`config.mk`:
```
export PLATFORM = sky130hd
export DESIGN_NAME = traffic_light_ctrl_flat
export DESIGN_NICKNAME = d
export VERILOG_FILES = /design/src/rtl/traffic_light_ctrl_if.sv /design/src/rtl/traffic_light_ctrl.sv /design/src/flat_wrapper.sv
export SDC_FILE = /design/constraint.sdc
export NUM_CORES = 1
export LEC_CHECK = 0
export ABC_CLOCK_PERIOD_IN_PS = 1700
export BUFFER_PORTS_ARGS = -buffer_cell sky130_fd_sc_hd__buf_2
export CAP_MARGIN = 30
export CORE_AREA = 2 2 39 41
export CTS_BUF_LIST = sky130_fd_sc_hd__clkbuf_4 sky130_fd_sc_hd__clkbuf_8 sky130_fd_sc_hd__clkbuf_16
export CTS_CLUSTER_DIAMETER = 120
export DETAILED_ROUTE_END_ITERATION = 12
export DIE_AREA = 0 0 41 43
export PLACE_DENSITY_LB_ADDON = 0.05
export SLEW_MARGIN = 10
export SYNTH_ARGS = -nofsm -noshare
export SYNTH_HDL_FRONTEND = slang
export SYNTH_SLANG_ARGS = --single-unit
```
`constraint.sdc`:
```
create_clock -name clk_i -period 1.7 [get_ports clk_i]
set_input_delay 0.34 -clock clk_i [delete_from_list [all_inputs] [get_ports clk_i]]
set_output_delay 0.34 -clock clk_i [all_outputs]
set_load 0.01 [all_outputs]
```
`src/rtl/traffic_light_ctrl_if.sv`:
```
// Signal bundle between the traffic-light phase controller and its environment
// (shared down-counter, board buttons/switches, lamp drivers).
interface traffic_light_ctrl_if #(
  parameter int unsigned WIDTH = 4
);
  logic             zero_i;
  logic             ped_req_i;
  logic             flash_i;
  logic             load_o;
  logic [WIDTH-1:0] data_o;
  logic [2:0]       main_o;
  logic [2:0]       side_o;
  logic             walk_o;
  logic             ped_pend_o;

  modport master (
    input  zero_i, ped_req_i, flash_i,
    output load_o, data_o, main_o, side_o, walk_o, ped_pend_o
  );

  modport slave (
    output zero_i, ped_req_i, flash_i,
    input  load_o, data_o, main_o, side_o, walk_o, ped_pend_o
  );
endinterface

```
`src/rtl/traffic_light_ctrl.sv`:
```
// Two-road traffic light phase controller with latched pedestrian request and
// night flash mode; drives the load/data side of an external down-counter.
module traffic_light_ctrl #(
  parameter int unsigned WIDTH    = 4,
  parameter int unsigned T_MAIN_G = 9,
  parameter int unsigned T_SIDE_G = 5,
  parameter int unsigned T_YEL    = 2,
  parameter int unsigned T_RED    = 1,
  parameter int unsigned T_FLASH  = 3
) (
  input logic                  clk_i,
  input logic                  rst_i,
  traffic_light_ctrl_if.master bus
);

  localparam logic [2:0] StMainG = 3'd0;
  localparam logic [2:0] StMainY = 3'd1;
  localparam logic [2:0] StRed1  = 3'd2;
  localparam logic [2:0] StSideG = 3'd3;
  localparam logic [2:0] StSideY = 3'd4;
  localparam logic [2:0] StRed2  = 3'd5;
  localparam logic [2:0] StFlash = 3'd6;

  localparam logic [2:0] LampRed = 3'b100;
  localparam logic [2:0] LampYel = 3'b010;
  localparam logic [2:0] LampGrn = 3'b001;

  logic [2:0] state_q, state_d;
  logic       entry_q, entry_d;
  logic       blink_q, blink_d;
  logic       walk_q, walk_d;
  logic       pend_q, pend_d;
  logic       expire;

  // The counter value is stale during the load cycle, so its zero flag is ignored then.
  assign expire = ~entry_q & bus.zero_i;

  always_comb begin
    state_d = state_q;
    entry_d = expire;
    blink_d = blink_q;
    walk_d  = walk_q;
    pend_d  = pend_q | bus.ped_req_i;
    case (state_q)
      StMainG: if (expire) state_d = StMainY;
      StMainY: if (expire) state_d = StRed1;
      StRed1: begin
        if (expire) begin
          if (bus.flash_i) begin
            state_d = StFlash;
            blink_d = 1'b1;
          end else begin
            // A request arriving in this very cycle is served by this side green.
            state_d = StSideG;
            walk_d  = pend_q | bus.ped_req_i;
            pend_d  = 1'b0;
          end
        end
      end
      StSideG: begin
        if (expire) begin
          state_d = StSideY;
          walk_d  = 1'b0;
        end
      end
      StSideY: if (expire) state_d = StRed2;
      StRed2: begin
        if (expire) begin
          if (bus.flash_i) begin
            state_d = StFlash;
            blink_d = 1'b1;
          end else begin
            state_d = StMainG;
          end
        end
      end
      StFlash: begin
        if (expire) begin
          if (bus.flash_i) begin
            blink_d = ~blink_q;
          end else begin
            state_d = StRed2;
            blink_d = 1'b0;
          end
        end
      end
      default: begin
        state_d = StRed2;
        entry_d = 1'b1;
      end
    endcase
  end

  always_ff @(posedge clk_i) begin
    if (rst_i) begin
      state_q <= StRed2;
      entry_q <= 1'b1;
      blink_q <= 1'b0;
      walk_q  <= 1'b0;
      pend_q  <= 1'b0;
    end else begin
      state_q <= state_d;
      entry_q <= entry_d;
      blink_q <= blink_d;
      walk_q  <= walk_d;
      pend_q  <= pend_d;
    end
  end

  always_comb begin
    bus.main_o     = LampRed;
    bus.side_o     = LampRed;
    bus.data_o     = WIDTH'(T_RED);
    bus.load_o     = entry_q;
    bus.walk_o     = walk_q & (state_q == StSideG);
    bus.ped_pend_o = pend_q;
    case (state_q)
      StMainG: begin
        bus.main_o = LampGrn;
        bus.data_o = WIDTH'(T_MAIN_G);
      end
      StMainY: begin
        bus.main_o = LampYel;
        bus.data_o = WIDTH'(T_YEL);
      end
      StSideG: begin
        bus.side_o = LampGrn;
        bus.data_o = WIDTH'(T_SIDE_G);
      end
      StSideY: begin
        bus.side_o = LampYel;
        bus.data_o = WIDTH'(T_YEL);
      end
      StFlash: begin
        bus.main_o = {1'b0, blink_q, 1'b0};
        bus.side_o = {1'b0, blink_q, 1'b0};
        bus.data_o = WIDTH'(T_FLASH);
      end
      default: ;
    endcase
    // Hold a safe all-red, loading state for as long as reset is asserted.
    if (rst_i) begin
      bus.main_o     = LampRed;
      bus.side_o     = LampRed;
      bus.data_o     = WIDTH'(T_RED);
      bus.load_o     = 1'b1;
      bus.walk_o     = 1'b0;
      bus.ped_pend_o = 1'b0;
    end
  end

endmodule

```
`src/flat_wrapper.sv`:
```
// flat-port wrapper written by rule: the top's interface ports become plain ports
module traffic_light_ctrl_flat 
#(
  parameter int unsigned WIDTH    = 4,
  parameter int unsigned T_MAIN_G = 9,
  parameter int unsigned T_SIDE_G = 5,
  parameter int unsigned T_YEL    = 2,
  parameter int unsigned T_RED    = 1,
  parameter int unsigned T_FLASH  = 3
)
  (clk_i, rst_i, bus_zero_i, bus_ped_req_i, bus_flash_i, bus_load_o, bus_data_o, bus_main_o, bus_side_o, bus_walk_o, bus_ped_pend_o);
  traffic_light_ctrl_if #(.WIDTH(WIDTH)) bus_i ();
  input logic clk_i;
  input logic rst_i;
  input wire logic [$bits(bus_i.zero_i)-1:0] bus_zero_i;
  input wire logic [$bits(bus_i.ped_req_i)-1:0] bus_ped_req_i;
  input wire logic [$bits(bus_i.flash_i)-1:0] bus_flash_i;
  output wire logic [$bits(bus_i.load_o)-1:0] bus_load_o;
  output wire logic [$bits(bus_i.data_o)-1:0] bus_data_o;
  output wire logic [$bits(bus_i.main_o)-1:0] bus_main_o;
  output wire logic [$bits(bus_i.side_o)-1:0] bus_side_o;
  output wire logic [$bits(bus_i.walk_o)-1:0] bus_walk_o;
  output wire logic [$bits(bus_i.ped_pend_o)-1:0] bus_ped_pend_o;
  assign bus_i.zero_i = bus_zero_i;
  assign bus_i.ped_req_i = bus_ped_req_i;
  assign bus_i.flash_i = bus_flash_i;
  assign bus_load_o = bus_i.load_o;
  assign bus_data_o = bus_i.data_o;
  assign bus_main_o = bus_i.main_o;
  assign bus_side_o = bus_i.side_o;
  assign bus_walk_o = bus_i.walk_o;
  assign bus_ped_pend_o = bus_i.ped_pend_o;
  traffic_light_ctrl #(.WIDTH(WIDTH), .T_MAIN_G(T_MAIN_G), .T_SIDE_G(T_SIDE_G), .T_YEL(T_YEL), .T_RED(T_RED), .T_FLASH(T_FLASH)) u_core (.clk_i(clk_i), .rst_i(rst_i), .bus(bus_i));
endmodule
```
==> results of run 1 <==
state kept, by name, summed over array words and instances (netlist names):
name	flops
u_core.blink_q	1
u_core.entry_q	1
u_core.pend_q	1
u_core.state_q	3
u_core.walk_q	1
cells in the mapped netlist:
cell / instances
sky130_fd_sc_hd__a211o_2: 1
sky130_fd_sc_hd__or3_1: 1
sky130_fd_sc_hd__nand2_1: 3
sky130_fd_sc_hd__a2111oi_2: 1
sky130_fd_sc_hd__buf_4: 2
sky130_fd_sc_hd__xnor2_1: 1
sky130_fd_sc_hd__nand3_1: 1
sky130_fd_sc_hd__nand3b_1: 1
sky130_fd_sc_hd__nand2b_1: 5
sky130_fd_sc_hd__or2_2: 2
sky130_fd_sc_hd__a21oi_1: 5
sky130_fd_sc_hd__o21ai_0: 3
sky130_fd_sc_hd__nor3_2: 1
sky130_fd_sc_hd__a31oi_1: 1
sky130_fd_sc_hd__o211ai_1: 2
sky130_fd_sc_hd__nor2b_1: 3
sky130_fd_sc_hd__clkbuf_1: 1
sky130_fd_sc_hd__nor4b_1: 1
sky130_fd_sc_hd__buf_2: 3
sky130_fd_sc_hd__nor3_1: 5
sky130_fd_sc_hd__or3b_1: 1
sky130_fd_sc_hd__dfxtp_1: 7
sky130_fd_sc_hd__buf_6: 1
sky130_fd_sc_hd__and2_1: 1
sky130_fd_sc_hd__and3b_2: 1
sky130_fd_sc_hd__a311o_1: 1
sky130_fd_sc_hd__nand4b_1: 1
sky130_fd_sc_hd__nor2_1: 3
sky130_fd_sc_hd__a211oi_1: 2
sky130_fd_sc_hd__nor4_1: 1
sky130_fd_sc_hd__o221ai_1: 1
sky130_fd_sc_hd__and2b_2: 1
sky130_fd_sc_hd__and2b_1: 2
area by class of cell:
type                    instances  area [um^2]
clock buffers                   4         30.0
multi-input cells              52          340
repair buffers                 23          130
well taps                      16         20.0
flip-flops and latches          7          146
fillers                       157          717
repair_timing:
action | CTS | global route
setup buffers | 1 | 1
resized for setup | 1 | 3
hold endpoints to repair | 0 | 0
endpoints found under the setup margin | 4 | 7
through the flow:
step           total power, mW  hold slack (ns)
2_1_floorplan            0.271            0.441
3_3_place_gp             0.304            0.456
3_5_place_dp             0.304            0.461
4_1_cts                  0.475            0.386
5_1_grt                  0.509            0.400
6_report                 0.471            0.390
cell usage in the layout, fill, tap and decap left out, types with 2 or more instances in the layout:
master	n
sky130_fd_sc_hd__nor2_1	3
sky130_fd_sc_hd__nor2b_1	3
sky130_fd_sc_hd__nand2b_1	5
sky130_fd_sc_hd__buf_4	6
sky130_fd_sc_hd__o21ai_0	3
sky130_fd_sc_hd__dfxtp_1	4
sky130_fd_sc_hd__a21oi_1	5
sky130_fd_sc_hd__nor3_1	5
sky130_fd_sc_hd__or2_2	2
sky130_fd_sc_hd__and2b_1	2
sky130_fd_sc_hd__o211ai_1	2
sky130_fd_sc_hd__dfxtp_2	2
sky130_fd_sc_hd__a211oi_1	2
sky130_fd_sc_hd__clkbuf_4	4
sky130_fd_sc_hd__nand2_1	3
sky130_fd_sc_hd__buf_2	17
cell families after synthesis:
kind of cell,count (synthesis),share of synthesized area
buffers and inverters,7,0.0857
and+or+nand+nor,34,0.402
xor gates and xnor gates,1,0.0167
DFF,7,0.267
AOI/OAI and AO/OA,17,0.229
worst reg2reg max path: stages, from the launching register on:
cell	delay [ns]
sky130_fd_sc_hd__dfxtp_2	0.38
sky130_fd_sc_hd__buf_4	0.17
sky130_fd_sc_hd__and2b_1	0.19
sky130_fd_sc_hd__nor3_2	0.13
sky130_fd_sc_hd__o221ai_1	0.14
sky130_fd_sc_hd__a21oi_1	0.15
power breakdown:
part	total, mW	internal, mW	leakage (nW)	switching (mW)
sequential	0.191	0.176	0.0576	0.0147
clock	0.166	0.105	0.0184	0.0609
combinational	0.113	0.0543	0.192	0.0591
routing by layer:
metal	GRT usage	share of wire
met2	0.244	0.44
met1	0.228	0.49
met5	0	0
met4	0.127	0.012
met3	0.0419	0.055
worst paths after layout:
path,start,to,slack (ns),cells after the start
worst min-delay path,bus_ped_req_i,u_core.pend_q,0.39,3
worst max-delay path,u_core.state_q[2],bus_main_o[1],0.08,3
worst max register to register,u_core.state_q[0],u_core.walk_q,0.49,5
worst min register to register,u_core.walk_q,u_core.walk_q,0.46,2
==> implementation parameters, run 1 <==
Parameter                              Value

Run status
  Status ... completed

Floorplan
  Initial standard-cell utilization of the core ... 0.380
  CORE AREA ... 1380 um^2
  Chip height ... between 40 and 50 um
  Die boundary width ... between 40 and 50 um
  Die Footprint ... between 1500 and 2000 um^2
  Std-Cell Rows ... 14
  Count of boundary I/O pins ... 18

Placed design
  Routability Congestion ... 0.703
  Number of placed instances with taps included ... 96
  Dpl ws ... 0.248 ns
  Final HPWL from detailed placement ... 845 um
  Placement-stage cell area ... between 600 and 700 um^2
  Quantity of I/O buffers inserted on ports ... 17

Global routing
  Pin count of the biggest net entering global routing ... 19
  Total congestion overflow after global routing ... 0
  Global-route wire length before repair ... 2.13 mm
  Overall Global Routing Usage ... 0.176
  Vias in the first global route ... approximately 480
  Initial antenna violation count ... 0

Worst setup path
  Classification of the worst setup path ... reg2out
  Setup crit end kind ... output port
  Critical path startpoint category ... flip-flop
  Crit path max fanout ... 10
  Cells along the critical path ... or3b_1, a21oi_1, buf_2
  Family with the most delay on the worst path ... simple AND/OR/NAND/NOR gates
  Cell at the slowest stage of the critical path ... sky130_fd_sc_hd__or3b_1
  WP data arrival ... 1.28 ns
  Data required, critical path ... 1.36 ns
  Buffers plus inverters on the worst setup path ... 1
  Largest incremental delay on the critical path ... about 0.40 ns

Clocking
  # clock sinks ... 7
  Post-CTS Hold Fix Bufs ... 0
  Number of buffers added by the clock tree synthesis step ... 3
  Clock tree root buffer cell ... sky130_fd_sc_hd__clkbuf_4
  Clock tree from TritonCTS ... built
  Maximum count of clock buffers along a single path ... 2
  Number of levels in the clock H-tree ... 1
  Clock latency reported for the late side of the worst-skew pair ... 0.25 ns
  Clk pin slew, worst setup/hold paths ... roughly 0.05 ns

Logic synthesis
  Combined area of all synthesized cells ... roughly 530 um^2
  Distinct cell type count of the synthesized netlist ... 33
  Average cell area after synthesis ... 7.96 um^2
  Leading cell types by total area after synthesis ... sky130_fd_sc_hd__dfxtp_1, sky130_fd_sc_hd__nand2b_1, sky130_fd_sc_hd__a21oi_1, sky130_fd_sc_hd__nor3_1, sky130_fd_sc_hd__nor2b_1
  YS warnings ... 0
  Cells after Synth ... 66
  Synth top area share ... 0.267
  FF+latch count, synth ... 7
  Synthesized Nets ... 71
  Sequential fraction of the synthesis area ... 0.267
  Largest area contributor in the netlist ... sky130_fd_sc_hd__dfxtp_1

STA
  Worst Max-Slew Pin Slew ... 0.321 ns
  Setup WS post-layout ... between 0.07 and 0.08 ns
  Final slew viol count ... 0
  Unrepaired setup endpoints after global routing ... no
  Max Freq ... 616 MHz
  Number of hold violations in the final report ... 0
  Final period utilization ... 0.955
  Setup Skew ... 0.00111 ns
  Max-slew headroom at the worst pin ... 0.783
  Shortest clock period the worst path allows after layout ... 1.62 ns
  Setup_tns ... 0 ns
  Number of setup violations in the final report ... 0

Routing
  Average wire length per cell after detail routing ... 11.9 um
  Post-DR vias/cell ... 5.42
  Number of DRC violations after detailed routing ... 0
  Number of nets still failing antenna checks after routing ... 0
  Via count of the routed design ... 553
  Iter 0 DRT Violations ... 12
  Number of iterations in the first detailed-routing pass ... 4
  Overall routed net length ... 1.21 mm

Power
  Worst ir drop on vdd ... 0.401 mV
  Leakage power total ... 0.268 nW
  Power per cell area ... 706 nW/um^2

Final layout
  Final layout net count ... 92
  Diodes inserted ... 0
  Final standard cell utilization of the core ... 0.482
  Layout Area Growth over Synthesis ... 26.9%
  Post-route insts no fill ... 102
  Fraction of final layout cells sized beyond drive strength 1 ... 0.430
  Post-route design area ... 667 um^2

Job
  Number of violations of the max-capacitance limit ... 0

Worst hold path
  Class of the most critical hold timing path ... in2reg
No activity file was read; power rests on OpenSTA's default activity.
==> inputs of run 2 (changes only) <==
Settings changed: ABC_CLOCK_PERIOD_IN_PS 1700 to 1840.
Clock period 1.7 ns to 1.84 ns, I/O delays scaled along.
==> run 2 against run 1 <==
  * Sequential cell count stayed put
  * Wire length fell by 3.7%
  * Register-to-register slack better by 0.07 ns
  * Clock power decreased by 8%
  * Power down 9.5%
  * Utilization shrank 2.1 points
  * Clock-buffer cell count stayed put
  * Combinational power decreased by 13%
  * Critical path type unchanged
==> implementation parameters, run 2 (same netlist as run 1, synthesis figures left out) <==
Parameter                              Value

Global routing
  Global-route wire length before repair ... 1.94 mm (was 2.13 mm)
  Pin count of the biggest net entering global routing ... 19 (unchanged)
  Initial antenna violation count ... 0 (unchanged)
  Overall Global Routing Usage ... 0.157 (was 0.176)
  Vias in the first global route ... 479 (unchanged)
  Total congestion overflow after global routing ... 0 (unchanged)

Clocking
  Clock latency reported for the late side of the worst-skew pair ... 0.25 ns (about the same)
  Buffers inserted by post-CTS timing repair ... 0 (was 1)
  Maximum count of clock buffers along a single path ... 2 (unchanged)
  # clock sinks ... 7 (unchanged)
  Clk pin slew, worst setup/hold paths ... 0.05 ns (about the same)
  Post-CTS Hold Fix Bufs ... 0 (unchanged)
  Number of buffers added by the clock tree synthesis step ... 3 (unchanged)
  Clock tree from TritonCTS ... built (unchanged)
  CTS-repair resized insts ... 0 (was 1)
  Number of levels in the clock H-tree ... 1 (unchanged)
  Clock tree root buffer cell ... sky130_fd_sc_hd__clkbuf_4 (unchanged)

Placed design
  Final HPWL from detailed placement ... 875 um (was 845 um)
  Dpl ws ... 0.351 ns (was 0.248 ns)
  Quantity of I/O buffers inserted on ports ... 17 (unchanged)
  Placement-stage cell area ... 608 um^2 (was 616 um^2)
  Routability Congestion ... 0.736 (was 0.703)

STA
  Max-slew headroom at the worst pin ... 0.777 (was 0.783)
  Setup_tns ... 0 ns (unchanged)
  Final slew viol count ... 0 (unchanged)
  Unrepaired setup endpoints after global routing ... no (unchanged)
  Number of hold violations in the final report ... 0 (unchanged)
  Worst Max-Slew Pin Slew ... 0.330 ns (was 0.321 ns)
  Shortest clock period the worst path allows after layout ... 1.75 ns
  Max Freq ... 571 MHz
  Setup WS post-layout ... 0.0877 ns (was 0.0763 ns)
  Number of setup violations in the final report ... 0 (unchanged)
  Setup Skew ... 0.00610 ns (was 0.00111 ns)
  Final period utilization ... 0.952

Final layout
  Final layout net count ... 89 (was 92)
  Fill cell instance count of the final layout ... 150 (was 157)
  Diodes inserted ... 0 (unchanged)
  Largest register by flop count ... u_core.state_q (unchanged)
  Top library cells by usage in the layout, fill and taps aside ... sky130_fd_sc_hd__buf_2, sky130_fd_sc_hd__dfxtp_1, sky130_fd_sc_hd__nor3_1, sky130_fd_sc_hd__nand2b_1, sky130_fd_sc_hd__a21oi_1 (was sky130_fd_sc_hd__buf_2, sky130_fd_sc_hd__buf_4, sky130_fd_sc_hd__nor3_1, sky130_fd_sc_hd__nand2b_1, sky130_fd_sc_hd__a21oi_1)
  Post-route design area ... 638 um^2 (was 667 um^2)
  Layout Area Growth over Synthesis ... 21.4% (was 26.9%)
  Most common library cell in the layout ignoring fill and taps ... sky130_fd_sc_hd__buf_2 (unchanged)
  Largest register FFs ... 3 (unchanged)
  Fraction of final layout cells sized beyond drive strength 1 ... 0.373 (was 0.430)

Floorplan
  Chip height ... 43 um (unchanged)
  Die Footprint ... 1760 um^2 (unchanged)
  Die boundary width ... 41 um (unchanged)
  CORE AREA ... 1380 um^2 (unchanged)
  Initial standard-cell utilization of the core ... 0.380 (unchanged)
  Count of boundary I/O pins ... 18 (unchanged)
  Std-Cell Rows ... 14 (unchanged)

Worst setup path
  Crit path max fanout ... 7 (was 10)
  Endpoint of the most critical register-to-register path ... u_core.walk_q (unchanged)
  Cell at the slowest stage of the critical path ... sky130_fd_sc_hd__dfxtp_1 (was sky130_fd_sc_hd__or3b_1)
  Start point of the critical path ... u_core.state_q[1] (was u_core.state_q[2])
  Data required, critical path ... 1.47 ns (was 1.36 ns)
  WP data arrival ... 1.38 ns (was 1.28 ns)
  Depth of the most critical reg-to-reg path ... 5 (unchanged)
  Classification of the worst setup path ... reg2out (unchanged)
  Worst flop-to-flop path startpoint ... u_core.state_q[0] (unchanged)
  Largest incremental delay on the critical path ... 0.43 ns (was 0.40 ns)
  Critical path startpoint category ... flip-flop (unchanged)
  Setup crit end kind ... output port (unchanged)
  Cells along the critical path ... and2b_2, a21oi_1, or2_2, buf_2 (was or3b_1, a21oi_1, buf_2)
  Worst reg2reg setup slack ... 0.56 ns (was 0.49 ns)
  Destination of the critical timing path ... bus_main_o[2] (was bus_main_o[1])

Routing
  Post-DR vias/cell ... 5.34 (was 5.42)
  Number of DRC violations after detailed routing ... 0 (unchanged)
  Via count of the routed design ... 529 (was 553)
  Number of iterations in the first detailed-routing pass ... 6 (was 4)
  Overall routed net length ... 1.17 mm (was 1.21 mm)
  Number of nets still failing antenna checks after routing ... 0 (unchanged)
  Average wire length per cell after detail routing ... 11.8 um (was 11.9 um)
  Iter 0 DRT Violations ... 8 (was 12)

Power
  Power per cell area ... 668 nW/um^2 (was 706 nW/um^2)
  Worst ir drop on vdd ... 0.436 mV (was 0.401 mV)
  Leakage power total ... 0.254 nW (was 0.268 nW)

Worst hold path
  Class of the most critical hold timing path ... in2reg (unchanged)

Run status
  Status ... completed (unchanged)

Job
  Number of violations of the max-capacitance limit ... 0 (unchanged)
run 2: stage by stage:
| step | util | power (mW) | instances | hold slack (ns) |
|---|---|---|---|---|
| floorplan | - | 0.250 | 66 | 0.441 |
| detailed placement | 0.439 | 0.278 | 95 | 0.456 |
| global placement | 0.439 | 0.279 | 95 | 0.456 |
| CTS | 0.461 | 0.433 | 99 | 0.388 |
| finish | 0.461 | 0.426 | 99 | 0.398 |
| global route | 0.461 | 0.456 | 99 | 0.426 |
run 2: how the worst min path moves through the flow:
stage / start / endpoint / cells past startpoint
after detailed placement: u_core.walk_q / u_core.walk_q / 2
final: bus_ped_req_i / u_core.pend_q / 3
after CTS: bus_ped_req_i / u_core.pend_q / 3
after global placement: u_core.walk_q / u_core.walk_q / 2
after floorplan: u_core.walk_q / u_core.walk_q / 2
after global routing: bus_ped_req_i / u_core.pend_q / 3
run 2: metal layers:
metal / track usage / vias to the layer above / routed length, um / part of all wire
li1: - / 274 / - / -
met5: 0 / - / 0 / 0
met3: 0.0314 / 0 / 71 / 0.061
met1: 0.188 / 238 / 550 / 0.47
met4: 0.0600 / 0 / 0 / 0
met2: 0.259 / 17 / 546 / 0.47
run 2: report_power, final:
| group | switching, mW | leakage (nW) | total, mW | internal, mW |
|---|---|---|---|---|
| registers | 0.0136 | 0.0576 | 0.176 | 0.162 |
| logic | 0.0519 | 0.178 | 0.0979 | 0.0461 |
| clock network | 0.0548 | 0.0184 | 0.152 | 0.0974 |
| total | 0.120 | 0.254 | 0.426 | 0.306 |
run 2: cell type report:
class,instances,area [um^2],area share
clock buffer,4,30.0,0.0471
multi-input combinational,52,340,0.533
sequential,7,140,0.220
tap,16,20.0,0.0314
timing repair buffer,20,108,0.169
run 2: critical path: cells and delay by family, from the launching register on:
kind	cells	cell delay (ns)
compound gates	1	0.07
simple gates	2	0.50
flops	1	0.43
buf+inv	1	0.14
